### config.mk
export PLATFORM = sky130hd
export DESIGN_NAME = jam_cost_server
export DESIGN_NICKNAME = d
export VERILOG_FILES = /design/src/rtl/jam_cost_pkg.sv /design/src/rtl/jam_cost_mem.sv /design/src/rtl/jam_cost_server.sv
export SDC_FILE = /design/constraint.sdc
export NUM_CORES = 1
export LEC_CHECK = 0
export ABC_AREA = 1
export BUFFER_PORTS_ARGS = -buffer_cell sky130_fd_sc_hd__clkbuf_2
export CAP_MARGIN = 20
export CORE_MARGIN = 2
export CORE_UTILIZATION = 42
export CTS_CLUSTER_SIZE = 12
export DETAILED_ROUTE_END_ITERATION = 8
export GPL_TIMING_DRIVEN = 0
export PLACE_DENSITY = 0.62
export SETUP_SLACK_MARGIN = 0.4
export SYNTH_ARGS = -nofsm -noshare
export SYNTH_HDL_FRONTEND = slang
export SYNTH_SLANG_ARGS = --single-unit
### constraint.sdc
create_clock -name CLK -period 3.95 [get_ports CLK]
set_input_delay 0.395 -clock CLK [delete_from_list [all_inputs] [get_ports CLK]]
set_output_delay 0.395 -clock CLK [all_outputs]
set_load 0.005 [all_outputs]
### src/rtl/jam_cost_pkg.sv
// rtl/jam_cost_pkg.sv - shared types, default widths and derived sizes for the cost server
package jam_cost_pkg;

    localparam int IDX_W_DEF  = 3;
    localparam int COST_W_DEF = 7;
    localparam int CNT_W_DEF  = 16;

    localparam int MATRIX_N = 2 ** (2 * IDX_W_DEF);
    localparam int RES_W    = COST_W_DEF + IDX_W_DEF;

    typedef enum logic [1:0] {
        ST_LOAD  = 2'd0,
        ST_SERVE = 2'd1,
        ST_DONE  = 2'd2
    } state_e;

    function automatic int matrix_n(input int idx_w);
        return 1 << (2 * idx_w);
    endfunction

endpackage

### src/rtl/jam_cost_mem.sv
// rtl/jam_cost_mem.sv - cost register file, one synchronous write port, one combinational read port
module jam_cost_mem
    import jam_cost_pkg::*;
#(
    parameter int AW = 2 * IDX_W_DEF,
    parameter int DW = COST_W_DEF
) (
    input  logic          clk,
    input  logic          wr_en,
    input  logic [AW-1:0] wr_addr,
    input  logic [DW-1:0] wr_data,
    input  logic [AW-1:0] rd_addr,
    output logic [DW-1:0] rd_data
);

    localparam int DEPTH = 1 << AW;

    logic [DW-1:0] mem_q [DEPTH];
    logic [DW-1:0] mem_d [DEPTH];

    // No reset: contents survive RST and are rewritten by the next full load.
    always_comb begin
        mem_d = mem_q;
        if (wr_en) begin
            mem_d[wr_addr] = wr_data;
        end
    end

    always_ff @(posedge clk) begin
        mem_q <= mem_d;
    end

    assign rd_data = mem_q[rd_addr];

endmodule

### src/rtl/jam_cost_server.sv
// rtl/jam_cost_server.sv - cost matrix responder: streamed load, same-cycle lookup, result capture
module jam_cost_server
    import jam_cost_pkg::*;
#(
    parameter int IDX_W  = IDX_W_DEF,
    parameter int COST_W = COST_W_DEF,
    parameter int CNT_W  = CNT_W_DEF
) (
    input  logic                    CLK,
    input  logic                    RST,
    input  logic                    load_valid,
    input  logic [COST_W-1:0]       load_data,
    output logic                    load_ready,
    output logic                    run,
    input  logic [IDX_W-1:0]        W,
    input  logic [IDX_W-1:0]        J,
    output logic [COST_W-1:0]       Cost,
    input  logic                    Valid,
    input  logic [COST_W+IDX_W-1:0] MinCost,
    input  logic [IDX_W:0]          MatchCount,
    output logic                    done,
    output logic [COST_W+IDX_W-1:0] res_min,
    output logic [IDX_W:0]          res_cnt,
    output logic [CNT_W-1:0]        q_cycles
);

    localparam int AW = 2 * IDX_W;
    localparam int N  = matrix_n(IDX_W);
    localparam int RW = COST_W + IDX_W;

    state_e            state_q, state_d;
    logic [AW-1:0]     idx_q, idx_d;
    logic [RW-1:0]     res_min_q, res_min_d;
    logic [IDX_W:0]    res_cnt_q, res_cnt_d;
    logic [CNT_W-1:0]  q_cycles_q, q_cycles_d;
    logic              load_fire;
    logic [COST_W-1:0] rd_data;

    always_comb begin
        state_d    = state_q;
        idx_d      = idx_q;
        res_min_d  = res_min_q;
        res_cnt_d  = res_cnt_q;
        q_cycles_d = q_cycles_q;
        load_fire  = 1'b0;
        case (state_q)
            ST_LOAD: begin
                if (load_valid) begin
                    load_fire = 1'b1;
                    idx_d     = idx_q + AW'(1);
                    if (idx_q == AW'(N - 1)) begin
                        state_d = ST_SERVE;
                    end
                end
            end
            ST_SERVE: begin
                if (q_cycles_q != '1) begin
                    q_cycles_d = q_cycles_q + CNT_W'(1);
                end
                if (Valid) begin
                    res_min_d = MinCost;
                    res_cnt_d = MatchCount;
                    state_d   = ST_DONE;
                end
            end
            ST_DONE: begin
                state_d = ST_DONE;
            end
            default: begin
                state_d = ST_LOAD;
            end
        endcase
    end

    always_ff @(posedge CLK) begin
        if (RST) begin
            state_q    <= ST_LOAD;
            idx_q      <= '0;
            res_min_q  <= '0;
            res_cnt_q  <= '0;
            q_cycles_q <= '0;
        end else begin
            state_q    <= state_d;
            idx_q      <= idx_d;
            res_min_q  <= res_min_d;
            res_cnt_q  <= res_cnt_d;
            q_cycles_q <= q_cycles_d;
        end
    end

    // Reset wins over a coincident beat, so the table is never touched during RST.
    jam_cost_mem #(
        .AW(AW),
        .DW(COST_W)
    ) u_mem (
        .clk    (CLK),
        .wr_en  (load_fire && !RST),
        .wr_addr(idx_q),
        .wr_data(load_data),
        .rd_addr({W, J}),
        .rd_data(rd_data)
    );

    assign load_ready = (state_q == ST_LOAD);
    assign run        = (state_q == ST_SERVE) || (state_q == ST_DONE);
    assign done       = (state_q == ST_DONE);
    assign Cost       = run ? rd_data : '0;
    assign res_min    = res_min_q;
    assign res_cnt    = res_cnt_q;
    assign q_cycles   = q_cycles_q;

endmodule

==> flow_metrics.py <==
metrics = {
    "outcome": {
        "status": "finished, final reports clean",
    },
    "timing": {
        "fin_setup_tns_ns": 0,
        "max_freq_ghz": 0.3163,
        "fin_crit_ns": 3.162,
        "relSlewSlack": 0.2329,
        "hold_viol_final": 0,
        "fin_ws_ns": 0.7882,
        "setup_viol": 0,
        "worst_pin_slew_ns": 1.146,
        "fin_crit_sh": 0.8005,
        "slew_violations": 0,
        "rsz0062_at_grt": "no",
        "finClkSkew_ns": 0.02411,
    },
    "logic_synthesis": {
        "ys.flop_type": "edfxtp_1",
        "syn_area_um2": 20050,
        "seq_area_frac_synth": 0.7088,
        "avgSynthCellArea_um2": 11.09,
        "synth_top_area_cell": "edfxtp_1",
        "synth_top_area_share": 0.6709,
        "yosysUniqueCellTypes": 30,
        "async_flop_share": 0,
        "synthTopCellsByArea": "edfxtp_1 (67%), nand2_1 (11%), nand3_1 (9.9%)",
        "syn_inst": 1808,
        "yosys_warnings": 0,
        "synth_enable_flop_cells": 448,
        "syn_nets": 1844,
        "synth-seq-cells": 486,
    },
    "placed_design": {
        "post_dp_cell_area_um2": 21240,
        "place_ws_ns": 0.9052,
        "gp_congestion": 0.8900,
        "post-dp-hpwl_um": 40310,
        "portBuffers": 66,
    },
    "clock_tree": {
        "cts-resized-gates": 0,
        "clk_pin_slew_ns": 0.06,
        "cts_made_buffers": 51,
        "htreeDepth": 2,
        "cts_tree": "built",
        "ctsHoldBuffers": 0,
        "cts_root_buf": "clkbuf_16",
        "insertion_delay_ns": 0.59,
        "postCtsSetupBuffers": 0,
        "clock_path_buffers": 3,
        "cts.sink_count": 486,
    },
    "worst_setup_path": {
        "path_class": "input port to primary output",
        "critical_path.max_fanout": 10,
        "setup.worst_path.start": "J[1]",
        "cp_common_cell": "nand3_1",
        "cp-start-kind": "input port",
        "worst_ep_arrival_time_ns": 2.77,
        "cp_slowest_cell": "clkbuf_1",
        "r2r_start": "state_q[0]",
        "reg2reg_to": "u_mem.mem_q[138]",
        "critPathMaxStageDelay_ns": 0.82,
        "crit_end": "Cost[3]",
        "crit_required_ns": 3.56,
        "r2r_cells": 6,
        "critPathBufInv": 4,
        "end_kind": "primary output",
        "cp.depth": 11,
        "cp_top_family": "buffers and inverters",
        "r2r_slack_ns": 0.80,
        "crit_chain": "buf_2, buf_4, clkbuf_1, nand3_1, nand3_1, nand2_1, nand2_1, nand3_1, nand3_1, a21oi_1, clkbuf_2",
    },
    "drt": {
        "first_pass_iters": 6,
        "initialDrtViolationCount": 1568,
        "antenna_left": 0,
        "routedWlPerCell_um": 22.87,
        "vias": 14270,
        "routed_wl_um": 59140,
        "vias_per_cell": 5.519,
        "drc": 0,
    },
    "grt": {
        "antenna_found_initial": 0,
        "grt-ovfl-total": 0,
        "grt_pass1_wl_um": 86570,
        "grt_pass1_vias": 13390,
        "grt.total_usage": 0.2389,
        "grt_max_degree": 65,
    },
    "final_layout": {
        "nFillCells": 4257,
        "final_area_um2": 22860,
        "num_antenna_cells": 0,
        "layout_commonest_cell": "nand2_1",
        "syn_to_final_growth_pct": 14.00,
        "drive_above_1_share": 0.1096,
        "fin_nets": 1968,
        "fin_util": 0.4818,
        "mostFrequentLayoutCells": "nand2_1 (596), edfxtp_1 (448), nand3_1 (397)",
    },
    "power_and_ir_drop": {
        "p_per_area_nw_per_um2": 500.2,
        "power_mw": 11.43,
        "p_leak_nw": 8.315,
        "ir_worst_vdd_mv": 0.3456,
    },
    "floorplanning": {
        "core_area_um2": 47450,
        "num_rows": 80,
        "dieWidth_um": 222.5,
        "die_area_um2": 49510,
        "initial_core_util": 0.4227,
        "ios": 71,
        "die_h_um": 222.5,
    },
    "min_path": {
        "min_path_type": "input port to flip-flop",
    },
    "run": {
        "drv_cap": 0,
    },
}
[logic make-up after synthesis]
group	Yosys count	share of synthesized area
buffers and inverters	133	0.03450
adders and majority gates	5	0.003120
DFF	486	0.7088
AOI/OAI and AO/OA	58	0.01491
and+or+nand+nor	1123	0.2374
xor gates and xnor gates	3	0.001311
[cell usage after synthesis (all sizes together) (3+ instances only)]
cell    number
a21oi       25
buf         76
clkbuf      25
dfxtp       38
edfxtp     448
ha           5
inv         32
nand2      597
nand3      398
nor2       115
nor3         7
o21ai       29
xor2         3
[flip-flops by register name, indices dropped and copies added, names as in the netlist]
signal and flops:
res_cnt 4, u_mem.mem_q 448, res_min 10, idx_q 6, q_cycles 16, state_q 2
[stage by stage]
stage	cells	hold WS (ns)
floorplan	1808	0.4625
global placement	2489	0.4668
detailed placement	2493	0.4801
CTS	2585	0.04449
global route	2586	0.06478
finish	2586	0.06429
[power breakdown]
| group | leakage [nW] | internal, mW | switching (mW) |
|---|---|---|---|
| clock | 0.783 | 2.71 | 1.94 |
| combinational | 3.20 | 0.299 | 0.748 |
| sequential | 4.34 | 5.69 | 0.0442 |
[metal layers]
layer | track usage | wire length (um) | vias to the layer above | part of all wire
li1 | - | - | 6549 | -
met1 | 0.3399 | 25210 | 6901 | 0.43
met2 | 0.3726 | 26750 | 711 | 0.45
met3 | 0.04033 | 5427 | 110 | 0.092
met4 | 0.08249 | 1749 | 0 | 0.030
met5 | 0 | 0 | - | 0
[worst reg2reg max path, delay by kind of cell, from the launching register on]
family                     cells  cell delay [ns]
adders and majority gates      1             0.22
and+or+nand+nor                4             2.14
DFF                            1             0.31
buffers and inverters          1             0.10
[final cells by class]
cell class,count,area [um^2],area share
Buffer,101,569.3,0.02490
Tap cell,615,769.5,0.03366
Clock inverter,16,166.4,0.007280
Clock buffer,76,1441,0.06305
Timing Repair Buffer,71,429.2,0.01877
Inverter,32,122.6,0.005364
Multi-Input combinational cell,1189,5147,0.2252
Sequential cell,486,14210,0.6218
[worst min-delay path by stage]
stage                        from      endpoint  cells past startpoint
floorplan            q_cycles[15]  q_cycles[15]                      2
global placement     q_cycles[15]  q_cycles[15]                      2
detailed placement     res_min[2]    res_min[2]                      2
CTS                    MinCost[0]    res_min[0]                      3
global route           MinCost[0]    res_min[0]                      3
finish              MatchCount[2]    res_cnt[2]                      3
Note: power is estimated with default switching activity, not from simulation.
